**src/rtl/uart_tx_arbiter.sv**
```systemverilog
`default_nettype none
// uart_tx_arbiter (rev 1.0): round-robin arbiter sharing one 8N1 UART TX line among N_REQ requesters.
// Define UART_TX_PARITY_EN to insert an even-parity bit between the data bits and the stop bit.
module uart_tx_arbiter #(
  parameter int N_REQ        = 2,
  parameter int CLKS_PER_BIT = 16,
  parameter int GW           = 1
) (
  input  logic               clk,
  input  logic               reset,
  input  logic [N_REQ-1:0]   req_valid,
  input  logic [8*N_REQ-1:0] req_data,
  output logic [N_REQ-1:0]   req_ready,
  output logic               txd,
  output logic               busy,
  output logic [GW-1:0]      grant_idx
);

  localparam int              PW        = (N_REQ > 1) ? $clog2(N_REQ) : 1;
  localparam logic [15:0]     BAUD_LAST = 16'(CLKS_PER_BIT - 1);
  localparam logic [PW-1:0]   LAST_RST  = PW'(N_REQ - 1);

  typedef enum logic [2:0] {
    IDLE   = 3'd0,
    START  = 3'd1,
    DATA   = 3'd2,
`ifdef UART_TX_PARITY_EN
    PARITY = 3'd4,
`endif
    STOP   = 3'd3
  } state_t;

  state_t        state, state_nxt;
  logic [15:0]   baud, baud_nxt;
  logic [2:0]    bit_cnt, cnt_nxt;
  logic [7:0]    shift, shift_nxt;
  logic [PW-1:0] last;
  logic [PW-1:0] winner;
  logic          found;
  logic [7:0]    win_data;
  logic          bit_end;
  logic          window_open;
  logic          handshake;
  logic          txd_nxt;
`ifdef UART_TX_PARITY_EN
  logic          parity;
`endif

  function automatic logic [PW-1:0] rr_index(input logic [PW-1:0] base, input int k);
    int sum;
    sum = (int'(base) + k) % N_REQ;
    return PW'(sum);
  endfunction

  // Walk the search order backwards so the earliest valid slot after `last` is assigned last.
  always_comb begin
    winner = last;
    found  = 1'b0;
    for (int k = N_REQ; k >= 1; k--) begin
      if (req_valid[rr_index(last, k)]) begin
        winner = rr_index(last, k);
        found  = 1'b1;
      end
    end
  end

  assign win_data    = req_data[int'(winner)*8 +: 8];
  assign bit_end     = (baud == BAUD_LAST);
  assign window_open = (state == IDLE) || ((state == STOP) && bit_end);
  assign handshake   = window_open && found;
  assign req_ready   = handshake ? (N_REQ'(1) << winner) : '0;
  assign busy        = (state != IDLE);

  always_comb begin
    state_nxt = state;
    baud_nxt  = ((state == IDLE) || bit_end) ? 16'd0 : baud + 16'd1;
    shift_nxt = shift;
    cnt_nxt   = bit_cnt;
    txd_nxt   = 1'b1;
    case (state)
      IDLE: ;
      START: if (bit_end) state_nxt = DATA;
      DATA: begin
        if (bit_end) begin
          shift_nxt = shift >> 1;
          cnt_nxt   = bit_cnt + 3'd1;
          if (bit_cnt == 3'd7) begin
`ifdef UART_TX_PARITY_EN
            state_nxt = PARITY;
`else
            state_nxt = STOP;
`endif
          end
        end
      end
`ifdef UART_TX_PARITY_EN
      PARITY: if (bit_end) state_nxt = STOP;
`endif
      STOP: if (bit_end) state_nxt = IDLE;
      default: state_nxt = IDLE;
    endcase
    // A handshake in IDLE or the last STOP cycle overrides and starts a fresh frame.
    if (handshake) begin
      state_nxt = START;
      baud_nxt  = 16'd0;
      shift_nxt = win_data;
      cnt_nxt   = 3'd0;
    end
    case (state_nxt)
      START:   txd_nxt = 1'b0;
      DATA:    txd_nxt = shift_nxt[0];
`ifdef UART_TX_PARITY_EN
      PARITY:  txd_nxt = parity;
`endif
      default: txd_nxt = 1'b1;
    endcase
  end

  always_ff @(posedge clk) begin
    if (reset) begin
      state     <= IDLE;
      baud      <= 16'd0;
      bit_cnt   <= 3'd0;
      shift     <= 8'd0;
      last      <= LAST_RST;
      grant_idx <= '0;
      txd       <= 1'b1;
`ifdef UART_TX_PARITY_EN
      parity    <= 1'b0;
`endif
    end else begin
      state   <= state_nxt;
      baud    <= baud_nxt;
      bit_cnt <= cnt_nxt;
      shift   <= shift_nxt;
      txd     <= txd_nxt;
      if (handshake) begin
        last      <= winner;
        grant_idx <= GW'(winner);
`ifdef UART_TX_PARITY_EN
        parity    <= ^win_data;
`endif
      end
    end
  end

endmodule
`default_nettype wire

```
**config.mk**
```make
export PLATFORM = sky130hd
export DESIGN_NAME = uart_tx_arbiter
export DESIGN_NICKNAME = d
export VERILOG_FILES = /design/src/rtl/uart_tx_arbiter.sv
export SDC_FILE = /design/constraint.sdc
export NUM_CORES = 1
export LEC_CHECK = 0
export ABC_AREA = 0
export CORE_UTILIZATION = 32
export DETAILED_ROUTE_END_ITERATION = 8
export SLEW_MARGIN = 20
export SYNTH_ARGS = -nofsm -noshare
export SYNTH_HDL_FRONTEND = slang
export SYNTH_SLANG_ARGS = --single-unit
```
**constraint.sdc**
```tcl
create_clock -name clk -period 5.2 [get_ports clk]
set_input_delay 1.04 -clock clk [delete_from_list [all_inputs] [get_ports clk]]
set_output_delay 1.04 -clock clk [all_outputs]
set_load 0.05 [all_outputs]
```
==> flow_metrics.env, run 1 <==
export IMPL_status="finished, final reports clean"
export IMPL_synth_avg_cell_area_sq_um=8.75
export IMPL_grt_max_degree=19
export IMPL_vias=1361
export IMPL_gp_congestion=0.740
export IMPL_synth_top_cell_area_share_pct=40.4
export IMPL_r2r_end="shift[1]"
export IMPL_yosysTopAreaCell="dfxtp_1"
export IMPL_reg2reg_slack_ns=2.66
export IMPL_setup_violations=0
export IMPL_synthFlopType="dfxtp_1"
export IMPL_grt_pass1_wl_um=5740
export IMPL_clk_latency_ns=0.28
export IMPL_cts_sinks=33
export IMPL_ant_nets=0
export IMPL_hold_path_class="flip-flop to flip-flop"
export IMPL_worstSetupStartpointType="flip-flop"
export IMPL_synth_area_leaders="dfxtp_1 (40%), a311oi_2 (5.5%), nand2_1 (5.0%), xor2_1 (4.3%), nor2_1 (3.9%)"
export IMPL_syn_to_final_growth_pct=25.6
export IMPL_synth_edf_count=0
export IMPL_power_leakage_nw=0.738
export IMPL_worstMarginPinSlew_ns=0.772
export IMPL_multiInputGateArea_sq_um=906
export IMPL_drtIter0Drc=58
export IMPL_start_util_pct=33.9
export IMPL_grt_usage_pct=14.1
export IMPL_die_area_sq_mm=0.00540
export IMPL_power_density_mw_per_mm2=297
export IMPL_synth_nets=210
export IMPL_antenna_cells=0
export IMPL_antenna_found_initial=0
export IMPL_crit_type="flip-flop to output port"
export IMPL_first_global_vias=1285
export IMPL_ios=25
export IMPL_clockBufferDepth=2
export IMPL_endpoint="req_ready[1]"
export IMPL_dr_pass1_iters=4
export IMPL_grt_ovfl_total=0
export IMPL_min_from="grant_idx"
export IMPL_fmax_mhz=225
export IMPL_critical_path_required_ns=4.16
export IMPL_hold_buffers=0
export IMPL_drive_gt1_share_pct=10.4
export IMPL_seqCellArea_sq_um=661
export IMPL_cts_repair_resized=0
export IMPL_design_core_area_sq_mm=0.00482
export IMPL_rr_worst_depth=5
export IMPL_viasPerCell=4.88
export IMPL_final_period_utilization_pct=85.4
export IMPL_nets=234
export IMPL_utilization_pct=42.6
export IMPL_rsz0062_at_grt="false"
export IMPL_wl_per_cell_um=11.7
export IMPL_yosys_warnings=0
export IMPL_tns_ns=0
export IMPL_post_cts_buffers=0
export IMPL_min_period_ns=4.44
export IMPL_cap_violations=0
export IMPL_route_detailed_drc=0
export IMPL_die_width_um=73.5
export IMPL_io_buffers=24
export IMPL_numCtsBuffers=5
export IMPL_routed_wl_um=3270
export IMPL_fin_skew_ns=0.00721
export IMPL_maxSlewHeadroom_pct=48.4
export IMPL_syn_area_sq_mm=0.00164
export IMPL_clkTransAtPathRegs_ns=0.07
export IMPL_endpoint_kind="output port"
export IMPL_startpoint="baud[5]"
export IMPL_ys_seq_area_share_pct=40.4
export IMPL_synth_distinct_cells=37
export IMPL_dp_hpwl_um=2350
export IMPL_tritoncts="built"
export IMPL_reg2reg_from="baud[5]"
export IMPL_ir_drop_uv=120
export IMPL_ys_async_sr_fraction_pct=0
export IMPL_worst_path_max_fanout=10
export IMPL_synthCells=187
export IMPL_yosysMostFrequentCell="dfxtp_1"
export IMPL_clockRootBuffer="clkbuf_8"
export IMPL_ys_top_cells_by_count="dfxtp_1 (33), nand2_1 (22), nor2_1 (17), nand3_1 (10), a21oi_1 (9)"
export IMPL_synth_seq_cells=33
export IMPL_final_hold_viol_count=0
export IMPL_n_fill_cell=510
export IMPL_slew_violations=0
export IMPL_htreeDepth=2
export IMPL_die_h_um=73.5
export IMPL_crit_arrival_ns=3.40
export IMPL_fp_row_count=25
## flip-flops by register name, indices dropped and copies added, names as in the netlist
register   cells
txd            1
grant_idx      1
shift          8
bit_cnt        3
baud          16
last           1
state          3
## logic make-up (layout without fill, tap and decap cells)
logic type	count (synthesis)	after routing	synth area share, %
multiplexers	4	4	2.60
AO/OA/AOI/OAI	33	33	17.0
flip-flops	33	33	40.4
XOR/XNOR	14	14	7.50
AND/OR/NAND/NOR	85	85	25.8
buffers and inverters	14	39	4.21
adder cells (fa/ha/maj)	3	3	2.30
other	1	1	0.229
## metal layers
metal,vias to the layer above,routed length (um),share of wire [%],track usage [%]
li1,708,-,-,-
met1,623,1700,52,19.4
met2,25,1390,42,20.3
met3,5,117,3.6,3.57
met4,0,60,1.8,7.05
met5,-,0,0,0
## critical path: stages (launching register included)
cell and delay, ns:
dfxtp_1 0.36, or4_1 0.56, or4_1 0.74, a21oi_2 0.43
nand2b_1 0.16, inv_1 0.08, clkdlybuf4s50_1 0.80
## power breakdown
group	switching, mW	internal [mW]	total, mW
combinational	0.0320	0.0310	0.0630
sequential	0.00542	0.260	0.266
clock	0.0909	0.190	0.281
total	0.128	0.482	0.610
## cell usage in the layout (no fill, tap or decap), types with 2 or more instances in the layout
cell type	netlist	final
o21ai_0	4	4
clkdlybuf4s50_1	0	24
and3_1	5	5
a211oi_1	6	6
nor3_1	6	6
nor2b_1	6	6
clkbuf_8	0	5
mux2_2	2	2
a311oi_2	6	6
ha_1	3	3
a21oi_1	9	9
nand4_1	3	3
or4_1	5	5
or3_1	5	5
dfxtp_1	33	33
xor2_1	8	8
xnor2_1	6	6
mux2i_1	2	2
nand2_1	22	22
nor2_1	17	17
nor4_1	2	2
nand3_1	10	10
bufinv_16	0	2
inv_1	6	6
## cell type report
type                    count  share of cell area, %
well taps                  67                   4.08
flip-flops and latches     33                   32.2
multi-input cells         140                   44.1
clock inverters             3                   3.17
repair buffers             25                   12.1
clock buffers               5                   3.35
inverters                   6                   1.10
## metrics by stage
step | power [mW] | worst slack [ns] | instance area [sq um] | std cells | hold slack, ns
final | 0.610 | 0.761 | 2050 | 279 | 0.455
after global routing | 0.638 | 0.555 | 2050 | 279 | 0.494
after CTS | 0.620 | 0.736 | 2050 | 279 | 0.459
after detailed placement | 0.335 | 0.833 | 1920 | 271 | 0.451
after global placement | 0.335 | 0.877 | 1920 | 271 | 0.453
after floorplan | 0.311 | 1.89 | 1640 | 187 | 0.442
## worst min-delay path by stage
| stage | to | slack, ns | depth (start not counted) |
|---|---|---|---|
| after floorplan | baud[0] | 0.44 | 1 |
| after global placement | grant_idx | 0.45 | 2 |
| after detailed placement | grant_idx | 0.45 | 2 |
| after CTS | grant_idx | 0.46 | 2 |
| after global routing | shift[7] | 0.49 | 2 |
| final | grant_idx | 0.45 | 2 |
Power figures use the tool's default switching activity.
==> inputs of run 2 (changes only) <==
--- a/config.mk
+++ b/config.mk
@@ -8,4 +8,5 @@
 export ABC_AREA = 0
 export CORE_UTILIZATION = 32
+export CTS_CLUSTER_DIAMETER = 40
 export DETAILED_ROUTE_END_ITERATION = 8
 export SLEW_MARGIN = 20
==> constraint.sdc (replaced) <==
create_clock -name clk -period 5.2 [get_ports clk]
set_input_delay 1.04 -clock clk [delete_from_list [all_inputs] [get_ports clk]]
set_output_delay 1.04 -clock clk [all_outputs]
set_load 0.02 [all_outputs]
==> flow_metrics.env, run 2 (same netlist as run 1, synthesis figures left out) <==
export IMPL_routed_wl_um=3250
export IMPL_dpl_worst_slack_ns=1.04
export IMPL_reg2reg_from="baud[5]"
export IMPL_tritoncts="built"
export IMPL_post_cts_buffers=0
export IMPL_power_leakage_nw=0.724
export IMPL_grt_max_degree=19
export IMPL_final_cell_mix="dfxtp_1 (33), clkdlybuf4s50_1 (24), nand2_1 (22), nor2_1 (17), nand3_1 (10)"
export IMPL_crit_chain="or4_1 -> or4_1 -> a21oi_2 -> nand2b_1 -> inv_1 -> clkdlybuf4s50_1"
export IMPL_fin_cells=279
export IMPL_min_period_ns=4.26
export IMPL_syn_to_final_growth_pct=23.6
export IMPL_die_area_sq_mm=0.00540
export IMPL_crit_type="flip-flop to output port"
export IMPL_power_share_sequential_pct=49.7
export IMPL_first_global_vias=1204
export IMPL_maxSlewHeadroom_pct=46.6
export IMPL_n_fill_cell=515
export IMPL_internal_power_mw=0.411
export IMPL_gp_congestion=0.740
export IMPL_finalPower_mw=0.535
export IMPL_clockBufferDepth=2
export IMPL_route_detailed_drc=0
export IMPL_drtIter0Drc=63
export IMPL_largest_register_ffs=16
export IMPL_tns_ns=0
export IMPL_whs_ns=0.454
export IMPL_ios=25
export IMPL_io_buffers=24
export IMPL_path_common_cell="or4_1"
export IMPL_combinationalPowerShare_pct=10.9
export IMPL_ir_drop_uv=117
export IMPL_status="finished, final reports clean"
export IMPL_critical_path_required_ns=4.16
export IMPL_reg_top3="baud (16), shift (8)"
export IMPL_worstSetupStartpointType="flip-flop"
export IMPL_slew_violations=0
export IMPL_fmax_mhz=235
export IMPL_crit_path_top_delay_cell="or4_1"
export IMPL_reg2reg_slack_ns=2.67
export IMPL_final_period_utilization_pct=81.9
export IMPL_die_h_um=73.5
export IMPL_fp_row_count=25
export IMPL_drive_gt1_share_pct=10.4
export IMPL_worst_path_stages=6
export IMPL_r2r_end="shift[1]"
export IMPL_dp_hpwl_um=2330
export IMPL_power_density_mw_per_mm2=264
export IMPL_dr_pass1_iters=4
export IMPL_viasPerCell=4.95
export IMPL_p_sw_mw=0.124
export IMPL_fin_skew_ns=0.00351
export IMPL_die_width_um=73.5
export IMPL_grt_pass1_wl_um=5550
export IMPL_clkTransAtPathRegs_ns=0.06
export IMPL_wl_per_cell_um=11.6
export IMPL_final_common_cell="dfxtp_1"
export IMPL_vias=1381
export IMPL_numCtsBuffers=5
export IMPL_cp_top_family="simple AND/OR/NAND/NOR gates"
export IMPL_place_area_sq_mm=0.00192
export IMPL_max_flop_register="baud"
export IMPL_crit_buf_inv=2
export IMPL_startpoint="baud[5]"
export IMPL_antenna_cells=0
export IMPL_rr_worst_depth=5
export IMPL_cpPeakStageDelay_ns=0.74
export IMPL_antenna_found_initial=0
export IMPL_ant_nets=0
export IMPL_endpoint_kind="output port"
export IMPL_utilization_pct=42.0
export IMPL_endpoint="req_ready[1]"
export IMPL_fin_area_sq_mm=0.00202
export IMPL_switching_share_pct=23.2
export IMPL_cts_sinks=33
export IMPL_start_util_pct=33.9
export IMPL_cts_repair_resized=0
export IMPL_grt_ovfl_total=0
export IMPL_hold_buffers=0
export IMPL_p_clk_share_pct=39.4
export IMPL_htreeDepth=2
export IMPL_setup_violations=0
export IMPL_nets=234
export IMPL_hold_path_class="flip-flop to flip-flop"
export IMPL_rsz0062_at_grt="false"
export IMPL_clk_latency_ns=0.28
export IMPL_fin_ws_ns=0.944
export IMPL_grt_usage_pct=13.8
export IMPL_worst_path_max_fanout=10
export IMPL_worstMarginPinSlew_ns=0.799
export IMPL_final_hold_viol_count=0
export IMPL_cap_violations=0
export IMPL_crit_arrival_ns=3.22
export IMPL_clockRootBuffer="clkbuf_8"
export IMPL_dp_cells=271
export IMPL_design_core_area_sq_mm=0.00482
[run 2: cell count changes in the layout (fill, tap and decap cells not counted), sizes merged]
cell	before	now
bufinv	2	0
clkbuf	5	7
[run 2: how the worst min path moves through the flow]
stage               from        end  slack (ns)  depth (start not counted)
6_report       grant_idx  grant_idx        0.45                          2
3_3_place_gp   grant_idx  grant_idx        0.45                          2
4_1_cts        grant_idx  grant_idx        0.46                          2
5_1_grt         shift[7]   shift[7]        0.49                          2
3_5_place_dp   grant_idx  grant_idx        0.45                          2
2_1_floorplan    baud[0]    baud[0]        0.44                          1
[run 2: layout make-up]
class | count | area [sq um] | share of cell area (%)
multi-input combinational | 140 | 906 | 44.8
clock buffer | 7 | 96.3 | 4.76
clock inverter | 1 | 5.00 | 0.248
timing repair buffer | 25 | 248 | 12.3
sequential | 33 | 661 | 32.7
inverter | 6 | 22.5 | 1.11
tap | 67 | 83.8 | 4.15
[run 2: metal layers]
metal | wire [um] | global-route usage, % | vias up | part of all wire (%)
met1 | 1710 | 18.6 | 642 | 52
met3 | 104 | 3.98 | 7 | 3.2
met4 | 86 | 7.69 | 0 | 2.6
li1 | - | - | 715 | -
met2 | 1350 | 19.6 | 17 | 42
met5 | 0 | 0 | - | 0
[run 2: worst reg2reg max path, cell delays in order (launching register included)]
cell	delay (ns)
dfxtp_1	0.36
or4_1	0.55
or4_1	0.74
a21o_4	0.37
a211oi_1	0.28
a311oi_2	0.08
[run 2: power groups by stage]
stage / combinational [mW] / sequential (mW) / clock, mW
detailed placement: 0.0590 / 0.271 / 0
global route: 0.0646 / 0.267 / 0.230
floorplan: 0.0348 / 0.271 / 0
finish: 0.0584 / 0.266 / 0.211
global placement: 0.0587 / 0.272 / 0
CTS: 0.0591 / 0.266 / 0.218
